File: src/rtl/ui_pkg.sv
// Shared constants and point type for the UI capture / segment queue datapath.
// Also provides the helper used to size the shared value bus.
package ui_pkg;

    localparam int UI_XW = 9;
    localparam int UI_YW = 8;
    localparam int UI_CW = 3;

    localparam logic MODE_POLY = 1'b0;
    localparam logic MODE_PAIR = 1'b1;

    typedef struct packed {
        logic [UI_XW-1:0] x;
        logic [UI_YW-1:0] y;
        logic [UI_CW-1:0] c;
    } point_t;

    function automatic int max3(input int a, input int b, input int c);
        int m;
        m = (a > b) ? a : b;
        return (m > c) ? m : c;
    endfunction

endpackage

File: src/rtl/ui_point_fifo.sv
// Point queue: single push, pop of 0/1/2 entries per cycle, with combinational
// peek of the head and the entry behind it.
module ui_point_fifo #(
    parameter int W     = 20,
    parameter int DEPTH = 8,
    localparam int AW   = $clog2(DEPTH),
    localparam int CNTW = AW + 1
) (
    input  logic            i_clk,
    input  logic            i_reset,
    input  logic            i_flush,
    input  logic            i_push,
    input  logic [W-1:0]    i_data,
    input  logic [1:0]      i_pop,
    output logic [W-1:0]    o_head,
    output logic [W-1:0]    o_head1,
    output logic [CNTW-1:0] o_count,
    output logic            o_full,
    output logic            o_empty
);

    logic [W-1:0]    mem_q [DEPTH];
    logic [AW-1:0]   wr_ptr_q, wr_ptr_d;
    logic [AW-1:0]   rd_ptr_q, rd_ptr_d;
    logic [CNTW-1:0] count_q, count_d;
    logic [AW-1:0]   rd_ptr1;
    logic            push_ok;

    assign o_full  = (count_q == CNTW'(DEPTH));
    assign o_empty = (count_q == '0);
    assign o_count = count_q;
    assign rd_ptr1 = rd_ptr_q + AW'(1);
    assign o_head  = mem_q[rd_ptr_q];
    assign o_head1 = mem_q[rd_ptr1];

    // A push into a full queue is only accepted when a pop frees space this cycle.
    assign push_ok = i_push & (!o_full | (i_pop != 2'd0)) & !i_flush;

    always_comb begin
        wr_ptr_d = wr_ptr_q;
        rd_ptr_d = rd_ptr_q;
        count_d  = count_q;
        if (i_flush) begin
            rd_ptr_d = wr_ptr_q;
            count_d  = '0;
        end else begin
            rd_ptr_d = rd_ptr_q + AW'(i_pop);
            wr_ptr_d = wr_ptr_q + AW'(push_ok);
            count_d  = count_q + CNTW'(push_ok) - CNTW'(i_pop);
        end
    end

    always_ff @(posedge i_clk or posedge i_reset) begin
        if (i_reset) begin
            wr_ptr_q <= '0;
            rd_ptr_q <= '0;
            count_q  <= '0;
        end else begin
            wr_ptr_q <= wr_ptr_d;
            rd_ptr_q <= rd_ptr_d;
            count_q  <= count_d;
        end
    end

    // Storage carries no reset; its contents are meaningless until written.
    always_ff @(posedge i_clk) begin
        if (push_ok) begin
            mem_q[wr_ptr_q] <= i_data;
        end
    end

endmodule

File: src/rtl/ui_point_queue.sv
// Stages X/Y/colour from the switch bus, queues committed points and hands
// line segments to the drawer in polyline or pair mode.
module ui_point_queue
    import ui_pkg::*;
#(
    parameter int XW    = UI_XW,
    parameter int YW    = UI_YW,
    parameter int CW    = UI_CW,
    parameter int DEPTH = 8,
    localparam int VW   = max3(XW, YW, CW),
    localparam int CNTW = $clog2(DEPTH) + 1
) (
    input  logic            i_clk,
    input  logic            i_reset,
    input  logic [VW-1:0]   i_val,
    input  logic            i_setx,
    input  logic            i_sety,
    input  logic            i_setcol,
    input  logic            i_commit,
    input  logic            i_mode,
    input  logic            i_flush,
    input  logic            i_clr_drop,
    input  logic            i_ready,
    output logic            o_valid,
    output logic [XW-1:0]   o_x0,
    output logic [YW-1:0]   o_y0,
    output logic [XW-1:0]   o_x1,
    output logic [YW-1:0]   o_y1,
    output logic [CW-1:0]   o_color,
    output logic [XW-1:0]   o_xin,
    output logic [YW-1:0]   o_yin,
    output logic [CW-1:0]   o_cin,
    output logic [CNTW-1:0] o_count,
    output logic            o_full,
    output logic            o_empty,
    output logic            o_drop
);

    localparam int PW = XW + YW + CW;

    logic [XW-1:0] x_q, x_d;
    logic [YW-1:0] y_q, y_d;
    logic [CW-1:0] c_q, c_d;
    logic [XW-1:0] px_q, px_d;
    logic [YW-1:0] py_q, py_d;
    logic          drop_q, drop_d;

    logic [PW-1:0] head, head1;
    logic [XW-1:0] h0_x, h1_x;
    logic [YW-1:0] h0_y, h1_y;
    logic [CW-1:0] h0_c, h1_c;
    logic          handshake;
    logic          drop_event;
    logic [1:0]    pop_n;

    ui_point_fifo #(
        .W     (PW),
        .DEPTH (DEPTH)
    ) u_fifo (
        .i_clk   (i_clk),
        .i_reset (i_reset),
        .i_flush (i_flush),
        .i_push  (i_commit),
        .i_data  ({x_q, y_q, c_q}),
        .i_pop   (pop_n),
        .o_head  (head),
        .o_head1 (head1),
        .o_count (o_count),
        .o_full  (o_full),
        .o_empty (o_empty)
    );

    assign h0_x = head[PW-1 -: XW];
    assign h0_y = head[CW +: YW];
    assign h0_c = head[CW-1:0];
    assign h1_x = head1[PW-1 -: XW];
    assign h1_y = head1[CW +: YW];
    assign h1_c = head1[CW-1:0];

    assign o_valid    = (i_mode == MODE_PAIR) ? (o_count >= CNTW'(2)) : !o_empty;
    assign handshake  = o_valid & i_ready & !i_flush;
    assign pop_n      = !handshake ? 2'd0 : ((i_mode == MODE_PAIR) ? 2'd2 : 2'd1);
    // Commit into a full queue with no pop to make room is lost and flagged.
    assign drop_event = i_commit & o_full & !handshake & !i_flush;

    always_comb begin
        if (i_mode == MODE_PAIR) begin
            o_x0    = h0_x;
            o_y0    = h0_y;
            o_x1    = h1_x;
            o_y1    = h1_y;
            o_color = h1_c;
        end else begin
            o_x0    = px_q;
            o_y0    = py_q;
            o_x1    = h0_x;
            o_y1    = h0_y;
            o_color = h0_c;
        end
    end

    always_comb begin
        x_d    = i_setx   ? i_val[XW-1:0] : x_q;
        y_d    = i_sety   ? i_val[YW-1:0] : y_q;
        c_d    = i_setcol ? i_val[CW-1:0] : c_q;
        px_d   = px_q;
        py_d   = py_q;
        drop_d = (drop_q & !i_clr_drop) | drop_event;
        if (handshake) begin
            px_d = (i_mode == MODE_PAIR) ? h1_x : h0_x;
            py_d = (i_mode == MODE_PAIR) ? h1_y : h0_y;
        end
    end

    always_ff @(posedge i_clk or posedge i_reset) begin
        if (i_reset) begin
            x_q    <= '0;
            y_q    <= '0;
            c_q    <= '0;
            px_q   <= '0;
            py_q   <= '0;
            drop_q <= 1'b0;
        end else begin
            x_q    <= x_d;
            y_q    <= y_d;
            c_q    <= c_d;
            px_q   <= px_d;
            py_q   <= py_d;
            drop_q <= drop_d;
        end
    end

    assign o_xin  = x_q;
    assign o_yin  = y_q;
    assign o_cin  = c_q;
    assign o_drop = drop_q;

endmodule
File: config.mk
export PLATFORM = sky130hd
export DESIGN_NAME = ui_point_queue
export DESIGN_NICKNAME = d
export VERILOG_FILES = /design/src/rtl/ui_pkg.sv /design/src/rtl/ui_point_fifo.sv /design/src/rtl/ui_point_queue.sv
export SDC_FILE = /design/constraint.sdc
export NUM_CORES = 1
export LEC_CHECK = 0
export CORE_UTILIZATION = 40
export CTS_CLUSTER_DIAMETER = 150
export DETAILED_ROUTE_END_ITERATION = 16
export DONT_BUFFER_PORTS = 1
export SYNTH_ARGS = -nofsm -noshare
export SYNTH_HDL_FRONTEND = slang
export SYNTH_HIERARCHICAL = 1
export SYNTH_SLANG_ARGS = --single-unit
File: constraint.sdc
create_clock -name i_clk -period 7.06 [get_ports i_clk]
set_clock_uncertainty 0.1 [all_clocks]
set_input_delay 0.706 -clock i_clk [delete_from_list [all_inputs] [get_ports i_clk]]
set_output_delay 0.706 -clock i_clk [all_outputs]
set_load 0.005 [all_outputs]
==> results.md <==
* Final Max Tran Viols at 0
* Routed Wire Length at 21500 µm
* All-layer global routing usage at 0.171
* Count of flip-flops with a built-in enable after synthesis at 160
* Via total after detailed routing at between 4000 and 5000
* Worst Path Arrival at roughly 3.7 ns
* Area share of and/or/nand/nor cells after synthesis at 0.0200
* Worst reg2reg setup slack at about 3.1 ns
* Share of cell area taken by muxes after synthesis at 0.329
* Synth top area share at 0.475
* Combinational family with the most area after synthesis: multiplexers
* Sinks on the clock net at about 210
* Worst slew margin relative to its limit at 0.302
* Starting density of the core at 0.412
* Path class of the lowest-slack min-delay path: primary input to flip-flop
* Synth top cells by count: edfxtp_1, mux2_2, dfrtp_1, mux4_1, mux4_2
* Total of max-cap violations at 0
* Cell area after synthesis at slightly above 10000 µm²
* CTS tree: built
* Number of synthesized register bits at 208
* Post-DR wirelength/cell at approximately 25 µm
* Max Buffers Root-to-Sink at 3
* Library cell used as clock root buffer: clkbuf_16
* Via-to-Cell Ratio at roughly 5.7
* TritonRoute pass-1 iters at 4
* Maximum clock frequency at roughly 220 MHz
* Sequential element share of the synthesized area at 0.594
* Largest fanout on the critical path at 42
* Nature of the critical path startpoint: flip-flop
* Finished layout cell area at 11200 µm²
* Average footprint of a synthesized cell at ~20 µm²
* Crit path capture: o_y1[6]
* Synthesized-area fraction occupied by adder cells at 0.0176
* Share of flip-flops with an asynchronous set or reset after synthesis at 0.231
* Half-perimeter wire length of the detailed placement result at roughly 13000 µm
* Total placed instance area at roughly 10000 µm²
* Yosys warning total at 6
* Worst setup startpoint: u_fifo/rd_ptr_q[1]
* Drt first-iter violations at approximately 300
* FF-to-FF path depth at 15
* Setup tns final at 0 ns
* Clock transition at the register clock pins on the worst setup and hold paths after CTS at about 0.060 ns
* Routability congestion estimate at 0.717
* Final worst hold slack at ~0.15 ns
* Number of remaining DRC errors at 0
* Sequential standard cell area at approximately 6000 µm²
* Number of rows created at floorplan at 57
* Source-to-sink clock delay at the later pin of the worst-skew pair at between 0.5 and 0.6 ns
* Pleak at 3.84 nW
* Diode insertion count for antenna repair at 0
* Core Util, Final at 0.456
* Post-CTS repair timing setup buffer count at 0
* Die Width at around 160 µm
* Most area-hungry cell type in the Yosys netlist: edfxtp_1
* Critical path capture point type: primary output
* Cell total after placement at roughly 810
* Category of the most critical setup path: flip-flop to primary output
* Time the worst path needs with I/O delays and setup at about 4.5 ns
* Critical R2R Launch: u_fifo/o_count[2]
* Total of fill cells in the finished design at about 2100
* Area Growth Syn to Fin at 10.6%
* Crit Reg-Reg Endpoint: u_fifo/o_count[3]
* Final-report setup violation count at 0
* Setup repair after global routing missed its margin: no
* Ports placed on the boundary at 84
* Share of the clock period used by the worst path at 0.631
* Multi-input combinational cell area at between 3000 and 4000 µm²
* CTS H-Tree Depth at 1
* Chip height at roughly 160 µm
* Number of buffers added by the clock tree synthesis step at 24
* First-pass GRT wire length at approximately 33000 µm
* Cell variety after synth at 33
* Overall die area at 25900 µm²
* Remaining antenna violation count at 0
* Final Hold Viols at 0
* IR drop worst, VDD at roughly 0.18 mV
* Run status: finished clean
* Biggest area contributors in the synthesized netlist: edfxtp_1, mux4_1, dfrtp_1
* Number of nets in the layout at between 500 and 600
* Slew of the pin with the lowest slew margin at approximately 1.0 ns
* Areal power density over the cells at between 300 and 400 nW/µm²
* Most numerous cell in the Yosys netlist: edfxtp_1
* Hold wc startpoint: i_flush
* Syn_nets at about 540
* Placeable core region at roughly 25000 µm²
* Compound-cell area share of the yosys netlist at 0.00779
* Most used flip-flop cell after synthesis: edfxtp_1
* Count of input and output buffers at 0
* Maximum number of pins on one net before global-route repair at between 40 and 50
* CP required at between 6 and 7 ns
* Layout cells sized above 1 at 0.392
* Post-synthesis cell count at between 500 and 600
* Number of standard cells in the final layout excluding fillers at 857
* Remaining global-route overflow at 0
* Fraction of synthesized cell area in xor and xnor cells at 0.00346
* Initial antenna violation count at 0
* Vias in the first global route at between 5000 and 6000
-- cell families (layout without fill, tap and decap cells) --
logic type / after synthesis / in the layout
AOI/OAI and AO/OA: 11 / 11
DFF: 208 / 208
and+or+nand+nor: 32 / 32
buffers and inverters: 48 / 70
adders and majority gates: 13 / 13
muxes: 195 / 195
xor gates and xnor gates: 4 / 4
-- power breakdown --
| group | internal [W] | switching [W] |
|---|---|---|
| clock | 0.000681 | 0.000464 |
| combinational | 0.000897 | 0.000713 |
| sequential | 0.00149 | 0.000144 |
-- flip-flops by register name, indices dropped and copies added (netlist names), 4 cells and up --
name / cells
px_q: 9
py_q: 8
u_fifo/o_count: 4
o_xin: 9
u_fifo/mem_q: 160
o_yin: 8
-- how the worst min path moves through the flow --
stage | endpoint | slack, ns | cells past startpoint
after CTS | u_fifo/o_count[1] | 0.14 | 1
after detailed placement | py_q[4] | 0.39 | 1
after floorplan | px_q[1] | 0.38 | 1
after global placement | px_q[2] | 0.39 | 1
after global routing | u_fifo/o_count[1] | 0.13 | 1
final | u_fifo/o_count[1] | 0.15 | 1
-- through the flow --
step | power, W | setup WS [ns]
2_1_floorplan | 0.00297 | 2.62
3_3_place_gp | 0.00326 | 3.06
3_5_place_dp | 0.00329 | 3.05
4_1_cts | 0.00446 | 2.49
5_1_grt | 0.00462 | 2.36
6_report | 0.00439 | 2.61
-- layout make-up --
class,instances,area share
Sequential cell,208,0.537
Tap cell,324,0.0362
Timing Repair Buffer,11,0.00760
Clock inverter,7,0.00347
Inverter,15,0.00503
Clock buffer,37,0.0626
Multi-Input combinational cell,255,0.348
-- critical path, cell delays in order, from the launching register on --
cell and delay, ns:
dfrtp_2 0.34, buf_4 0.64, ha_1 0.76, buf_4 0.43
mux4_1 0.34, mux2_2 0.30, mux2_2 0.30
-- metal layers --
| layer | track usage | part of all wire |
|---|---|---|
| met3 | 0.0490 | 0.073 |
| met2 | 0.291 | 0.51 |
| met5 | 0 | 0 |
| met1 | 0.214 | 0.40 |
| met4 | 0.0437 | 0.015 |
-- what timing repair did --
| action | CTS | global route |
|---|---|---|
| hold endpoints to repair | 10 | 0 |
| resized for setup | 0 | 0 |
| hold buffers | 1 | 0 |
-- layout by cell type (no fill, tap or decap), types with 9 or more instances in the layout --
cell type and count:
mux4_2 34, clkbuf_1 9, buf_4 10, clkbuf_16 25
mux2_2 98, mux2_4 17, mux4_1 46, dfrtp_1 46
ha_1 11, edfxtp_1 160, inv_1 14
No activity file was read; power rests on OpenSTA's default activity.
